## src/rtl/syscall_run_ctrl.sv

```systemverilog
// Run/halt sequencer: decodes committed SYSCALL service codes and gates the core clock-enable.
// Latency: syscall commit -> cpu_en low next cycle; go press -> go_pulse 2 cycles after the rising sample.
// Backpressure: none; the core is stalled through cpu_en, and go is the only resume source.
//
// Ports:
//   clk, rst        - system clock, asynchronous active-low reset
//   go              - raw resume/step push button (asynchronous; synchronized here)
//   step_en         - single-step mode switch (level)
//   syscall, v0, a0 - decoder SYSCALL flag, service code and argument
//   cpu_en          - core commit enable
//   led_data        - last a0 shown by a display syscall
//   halted, paused  - state indicators
//   cycle_cnt       - saturating count of enabled cycles
//   disp_cnt        - wrapping count of display syscalls
module syscall_run_ctrl #(
    parameter logic [31:0] DISP_CODE = 32'd34,
    parameter logic [31:0] EXIT_CODE = 32'd10,
    parameter int          CNT_W     = 32
) (
    input  logic             clk,
    input  logic             rst,
    input  logic             go,
    input  logic             step_en,
    input  logic             syscall,
    input  logic [31:0]      v0,
    input  logic [31:0]      a0,
    output logic             cpu_en,
    output logic [31:0]      led_data,
    output logic             halted,
    output logic             paused,
    output logic [CNT_W-1:0] cycle_cnt,
    output logic [15:0]      disp_cnt
);

    localparam logic [1:0] ST_RUN   = 2'd0;
    localparam logic [1:0] ST_STEP  = 2'd1;
    localparam logic [1:0] ST_PAUSE = 2'd2;
    localparam logic [1:0] ST_HALT  = 2'd3;

    logic [1:0] state;
    logic [1:0] state_nxt;

    // go crosses into clk through s1/s2; s3 delays s2 so a held button
    // produces a single one-cycle pulse.
    logic go_s1;
    logic go_s2;
    logic go_s3;
    logic go_pulse;

    logic commit;
    logic disp_hit;

    always_ff @(posedge clk or negedge rst) begin
        if (!rst) begin
            go_s1 <= 1'b0;
            go_s2 <= 1'b0;
            go_s3 <= 1'b0;
        end else begin
            go_s1 <= go;
            go_s2 <= go_s1;
            go_s3 <= go_s2;
        end
    end

    assign go_pulse = go_s2 & ~go_s3;

    // In STEP the core advances only on the cycle carrying the go pulse.
    assign cpu_en = (state == ST_RUN) | ((state == ST_STEP) & go_pulse);
    assign paused = (state == ST_PAUSE);
    assign halted = (state == ST_HALT);

    // A syscall presented while the core is stalled is not executed.
    assign commit   = cpu_en & syscall;
    assign disp_hit = commit & (v0 != EXIT_CODE) & (v0 == DISP_CODE);

    always_comb begin
        state_nxt = state;
        if (commit) begin
            if (v0 == EXIT_CODE) begin
                state_nxt = ST_HALT;
            end else if (v0 != DISP_CODE) begin
                state_nxt = ST_PAUSE;
            end
            // Display service keeps the current RUN/STEP mode.
        end else begin
            case (state)
                ST_RUN:   if (step_en)  state_nxt = ST_STEP;
                ST_STEP:  if (!step_en) state_nxt = ST_RUN;
                // Leaving PAUSE consumes the go pulse; no instruction
                // executes on it because cpu_en is low in PAUSE.
                ST_PAUSE: if (go_pulse) state_nxt = step_en ? ST_STEP : ST_RUN;
                default:  state_nxt = state;
            endcase
        end
    end

    always_ff @(posedge clk or negedge rst) begin
        if (!rst) begin
            state <= ST_RUN;
        end else begin
            state <= state_nxt;
        end
    end

    always_ff @(posedge clk or negedge rst) begin
        if (!rst) begin
            led_data <= 32'd0;
            disp_cnt <= 16'd0;
        end else if (disp_hit) begin
            led_data <= a0;
            disp_cnt <= disp_cnt + 16'd1;
        end
    end

    // Saturates so a long run never reads back as a small count.
    always_ff @(posedge clk or negedge rst) begin
        if (!rst) begin
            cycle_cnt <= '0;
        end else if (cpu_en && (cycle_cnt != {CNT_W{1'b1}})) begin
            cycle_cnt <= cycle_cnt + CNT_W'(1);
        end
    end

endmodule

```

## config.mk

```make
export PLATFORM = sky130hd
export DESIGN_NAME = syscall_run_ctrl
export DESIGN_NICKNAME = d
export VERILOG_FILES = /design/src/rtl/syscall_run_ctrl.sv
export SDC_FILE = /design/constraint.sdc
export NUM_CORES = 1
export LEC_CHECK = 0
export CORE_ASPECT_RATIO = 1.4
export CORE_UTILIZATION = 35
export CTS_CLUSTER_DIAMETER = 120
export DETAILED_ROUTE_END_ITERATION = 7
export PLACE_DENSITY_LB_ADDON = 0.2
export SLEW_MARGIN = 20
export SYNTH_ARGS = -nofsm -noshare
export SYNTH_HDL_FRONTEND = slang
export SYNTH_SLANG_ARGS = --single-unit
```

## constraint.sdc

```tcl
create_clock -name clk -period 2.4 [get_ports clk]
set_input_delay 0.6 -clock clk [delete_from_list [all_inputs] [get_ports clk]]
set_output_delay 0.6 -clock clk [all_outputs]
set_load 0.02 [all_outputs]
```

==> results.toml, run 1 <==
[final_layout]
final-instance-count-excl-fill = 635
area_growth_pct = 58.27
drive_gt1_frac = 0.1842
nNetsFinal = 560
fill_cells = 939
diodes = 0

[placed_design]
dpl.hpwl_microns = 7396
port_buffers = 151
placed_cells = 613
gp_congestion = 0.7862
dp_slack_ns = -0.4669

[critical_path]
crit_type = "reg -> out"
critical_path_peak_fanout = 8
slowest_stage = "clkdlybuf4s50_1"
slowest_delay_ns = 0.65
start_kind = "register"
critical_path.cell_chain = "nor2b_1, clkdlybuf4s50_1"
required_ns = 1.80
end_kind = "output pin"
cp.arrival_ns = 1.76

[die]
pin_count = 152
fp.dieW_microns = 91.19
coreArea_sq_mm = 0.01087
num_rows = 45
initial_utilization = 0.3587
die_h_microns = 126.9
die_area_sq_mm = 0.01157

[clock_tree]
tritoncts = "done"
cts_made_buffers = 9
insertion_delay_ns = 0.35
clk_path_buf_depth = 2
clk_pin_slew_ns = 0.07
cts_htree_levels = 3
cts_hold_buf = 0
clkSinkCount = 85
cts_root_buf = "clkbuf_16"

[yosys]
avgSynthCellArea_sq_um = 12.65
netlist_area_sq_mm = 0.003897
yosysWarnings = 0
ys_ff_latch = 85
synth_area_leaders = "dfrtp_1, mux2_4, xor2_1"
syn_inst = 308
synth_edf_count = 0
synth_top_area_cell = "dfrtp_1"
ys_types = 37
seq_area_frac_synth = 0.5457
synthArstFlopShare = 1.000
yosys_most_used_dff = "dfrtp_1"
synth_nets = 379
synth_top_area_frac = 0.5457

[global_route]
met2_usage = 0.3445
top_usage_layer = "met2"
grt_pass1_wl_microns = 16360
grt_pass1_vias = 3251
grt_antenna_before_repair = 0
grt_use_met1 = 0.1927
globalRoute.totalOverflow = 0
use_met3 = 0.05216
grt_max_degree = 44
grt.total_usage = 0.1843

[power]
seq_power_share = 0.426
total_power_mw = 3.756
ir_worst_vdd_uv = 404.1
clock_power_share = 0.409
switching_share = 0.2674
power_leakage_nw = 2.739
cell_internal_pwr_mw = 2.752
power_frac_comb = 0.164
power.switching_mw = 1.004
power_density_mw_per_mm2 = 608.9

[route]
drc = 0
dr_total_vias = 3114
ant_nets = 0
wl_per_cell_microns = 16.04
drt_iter0_drc = 67
drt-vias-per-instance = 4.904
dr.pass1.iters = 4
routed_wl_microns = 10190

[sta]
slew_violations = 0
finalWorstPathRequiredPeriod_ns = 2.357
holdWs_ns = 0.1799
rsz0062_at_grt = "no"
max_slew_margin = 0.6657
hold_viol = 0
setup_ws_ns = 0.04306
skew_ns = 0.01085
period_share = 0.9821
fmax_mhz = 424.3
tns_ns = 0
setup_viol = 0
worst_pin_slew_ns = 0.4985

[run_status]
status = "complete, no violations"

[run]
drv_cap = 0

[worst_hold_path]
hold_class = "in -> async"
## cells in the mapped netlist, types with 8 or more instances
cell type and number:
mux2_4 28, xnor2_1 19, nor3_1 12, inv_1 8
nand4_1 15, dfrtp_1 85, nor4_1 14, nand2_1 16
xor2_1 26, nand3_1 16, and4_1 8, nor2_1 11
## cell families after synthesis
logic type | Yosys count | share of synthesized area
AO/OA/AOI/OAI | 16 | 0.03081
XOR/XNOR | 45 | 0.1011
adder cells (fa/ha/maj) | 2 | 0.006420
buffers and inverters | 14 | 0.01926
flip-flops | 85 | 0.5457
multiplexers | 34 | 0.1252
AND/OR/NAND/NOR | 112 | 0.1714
## state kept, by name (all words and copies together), names as in the netlist
name,cells
led_data,32
go_s2,1
disp_cnt,16
state,2
go_s3,1
cycle_cnt,32
go_s1,1
## worst max-delay path: cells and delay by family (launching register included)
kind | cells | cell delay [ns]
flip-flops | 1 | 0.48
AND/OR/NAND/NOR | 1 | 0.29
buffers and inverters | 1 | 0.65
## repair_timing
action,CTS,global route
cloned,3,0
setup endpoints to repair,34,33
setup buffers,4,0
pin swaps,9,2
endpoints found under the hold margin,0,0
resized for setup,37,3
## layout make-up
type,count,area [sq um],area share
Multi-Input combinational cell,209,1745,0.2830
Tap cell,141,176.4,0.02860
Clock buffer,9,225.2,0.03651
Inverter,8,30.03,0.004868
Sequential cell,85,2127,0.3448
Timing Repair Buffer,176,1759,0.2852
Clock inverter,7,105.1,0.01704
## power by group through the flow
stage               clock (mW)  sequential, mW  combinational [mW]
floorplan                    0            1.65               0.212
detailed placement           0            1.62               0.631
global route              1.63            1.61               0.673
global placement             0            1.62               0.628
finish                    1.54            1.60               0.618
CTS                       1.57            1.60               0.624
## final timing paths
| path | start | to | slack, ns | cells past startpoint |
|---|---|---|---|---|
| max | state[1]$_DFFE_PN0P_ | paused | 0.04 | 2 |
| min | rst | cycle_cnt[26]$_DFFE_PN0P_ | 0.18 | 1 |
| max reg2reg | cycle_cnt[0]$_DFFE_PN0P_ | cycle_cnt[14]$_DFFE_PN0P_ | 0.39 | 6 |
| min in group clk | go_s1$_DFF_PN0_ | go_s2$_DFF_PN0_ | 0.35 | 0 |
| min reg2reg | go_s1$_DFF_PN0_ | go_s2$_DFF_PN0_ | 0.35 | 0 |
| max in group asynchronous | rst | disp_cnt[2]$_DFFE_PN0P_ | 1.66 | 2 |
## stage by stage
step	util	cell area (sq um)
after CTS	0.5659	6150
after global routing	0.5676	6168
final	0.5676	6168
after floorplan	-	3897
after global placement	0.5250	5705
after detailed placement	0.5250	5705
## cell usage in the layout (no fill, tap or decap), types with 3 or more instances in the layout
cell type          n
clkbuf_16          9
clkdlybuf4s50_1  132
nor4_2             5
buf_16             3
dfrtp_1           85
xor2_1            26
a21oi_1            3
and4_1             8
inv_6              3
xnor2_1           19
nor4_1             9
nand2_1           16
nand3_1           16
nand4_1           15
mux2_4            33
o21ai_0            3
inv_1              8
buf_4             20
and3_1             3
nor2b_1            5
nor3_1            12
nor2_1            11
and2_1             3
dlygate4sd2_1     14
## per-layer routing
layer	wire length [microns]	share of wire
met1	3877	0.38
met2	5495	0.54
met3	647	0.064
met4	167	0.016
met5	0	0
(Power assumes the default switching activity.)
==> run 2, diff against run 1 <==
==> constraint.sdc (replaced) <==
create_clock -name clk -period 2 [get_ports clk]
set_input_delay 0.5 -clock clk [delete_from_list [all_inputs] [get_ports clk]]
set_output_delay 0.5 -clock clk [all_outputs]
set_load 0.02 [all_outputs]
==> results.toml, run 2 (same netlist as run 1, synthesis figures left out) <==
[run_status]
status = "finished, violations left"
violations = "setup timing"

[critical_path]
required_ns = 2.22
cpLargestDelayFamily = "simple AND/OR/NAND/NOR gates"
critPathLaunch = "v0[9]"
end_kind = "register"
cp.arrival_ns = 2.32
slowest_delay_ns = 0.30
crit_type = "in -> reg"
critical_path.cell_chain = "dlygate4sd2_1, nor4_2, and4_4, nand4_4, nor4_4, buf_6, buf_12, buf_16, mux2_4"
critical_path_peak_fanout = 5
slowest_stage = "mux2_4"
crit_buf_inv = 4
start_kind = "input pin"
reg2reg_from = "cycle_cnt[0]$_DFFE_PN0P_"

[sta]
period_share = 1.052
max_slew_margin = 0.7040
worst_pin_slew_ns = 0.4440
hold_viol = 0
slew_violations = 0
setup_viol = 25
setup_ws_ns = -0.1050
holdWs_ns = 0.1031
rsz0062_at_grt = "yes"
finalWorstPathRequiredPeriod_ns = 2.105
fmax_mhz = 475.1
skew_ns = 0.005748

[global_route]
use_met3 = 0.05336
top_usage_layer = "met2"
globalRoute.totalOverflow = 0
met2_usage = 0.3324
grt_use_met1 = 0.2129
grt_antenna_before_repair = 1
grt.total_usage = 0.1851
grt_pass1_vias = 3308
grt_max_degree = 54
grt_pass1_wl_microns = 16640

[placed_design]
gp_congestion = 0.7781
dpl.hpwl_microns = 7182
port_buffers = 151
placed_cell_area_sq_mm = 0.005843
dp_slack_ns = -0.7806
placed_cells = 628

[route]
dr_total_vias = 3150
wl_per_cell_microns = 15.82
ant_nets = 0
dr.pass1.iters = 4
routed_wl_microns = 10400
drt-vias-per-instance = 4.795
drt_iter0_drc = 105
drc = 0

[clock_tree]
clk_path_buf_depth = 2
clkSinkCount = 85
insertion_delay_ns = 0.34
cts_htree_levels = 3
cts_made_buffers = 9
cts_root_buf = "clkbuf_16"
tritoncts = "done"
clk_pin_slew_ns = 0.06

[final_layout]
drive_gt1_frac = 0.2427
fin_util = 0.5968
nNetsFinal = 581
final_common_cell = "clkdlybuf4s50_1"
final_area_sq_mm = 0.006485
most-common-layout-cells = "clkdlybuf4s50_1, dfrtp_1, mux2_4"
final-instance-count-excl-fill = 657
area_growth_pct = 66.39
reg_top3 = "cycle_cnt (32), led_data (32), disp_cnt (16)"

[power]
ir_worst_vdd_uv = 525.7
power_leakage_nw = 2.999
power_density_mw_per_mm2 = 716.3

[die]
num_rows = 45
pin_count = 152
die_h_microns = 126.9
coreArea_sq_mm = 0.01087
fp.dieW_microns = 91.19
initial_utilization = 0.3587
die_area_sq_mm = 0.01157

[run]
drv_cap = 0

[worst_hold_path]
hold_class = "in -> async"
## run 2: final timing paths
path                                                   to  slack [ns]  cells past startpoint
worst max-delay path             led_data[27]$_DFFE_PN0P_       -0.10                      9
worst min-delay path             led_data[21]$_DFFE_PN0P_        0.10                      1
worst max register to register  cycle_cnt[23]$_DFFE_PN0P_        0.19                      7
worst min register to register            go_s2$_DFF_PN0_        0.35                      0
max in group asynchronous        cycle_cnt[8]$_DFFE_PN0P_        1.25                      2
min in group clk                          go_s2$_DFF_PN0_        0.35                      0
## run 2: final cells by class
class	instances	area (sq um)
Antenna cell	1	2.502
Fill cell	893	4382
Tap cell	141	176.4
Multi-Input combinational cell	209	1804
Inverter	8	30.03
Clock inverter	7	122.6
Sequential cell	85	2130
Timing Repair Buffer	197	1994
Clock buffer	9	225.2
## run 2: metrics by stage
step	setup TNS (ns)	power (mW)
5_1_grt	-4.166	4.848
4_1_cts	-9.226	4.696
3_5_place_dp	-33.10	2.760
3_3_place_gp	-30.99	2.746
6_report	-1.934	4.645
2_1_floorplan	-13.20	2.249
## run 2: repair_timing
item,4_1_cts,5_1_grt
hold buffers,0,0
resized for setup,55,28
endpoints found under the setup margin,53,47
setup buffers,9,4
pin swaps,11,11
cloned,4,0
## run 2: report_power, final
group,internal (mW),switching (mW),total [mW]
clock network,1.23,0.705,1.93
registers,1.80,0.0949,1.90
logic,0.431,0.386,0.817
## run 2: per-layer routing
layer,up-vias,wire length [microns]
li1,1517,-
met1,1540,4143
met2,80,5553
met3,13,527
met4,0,171
met5,-,0
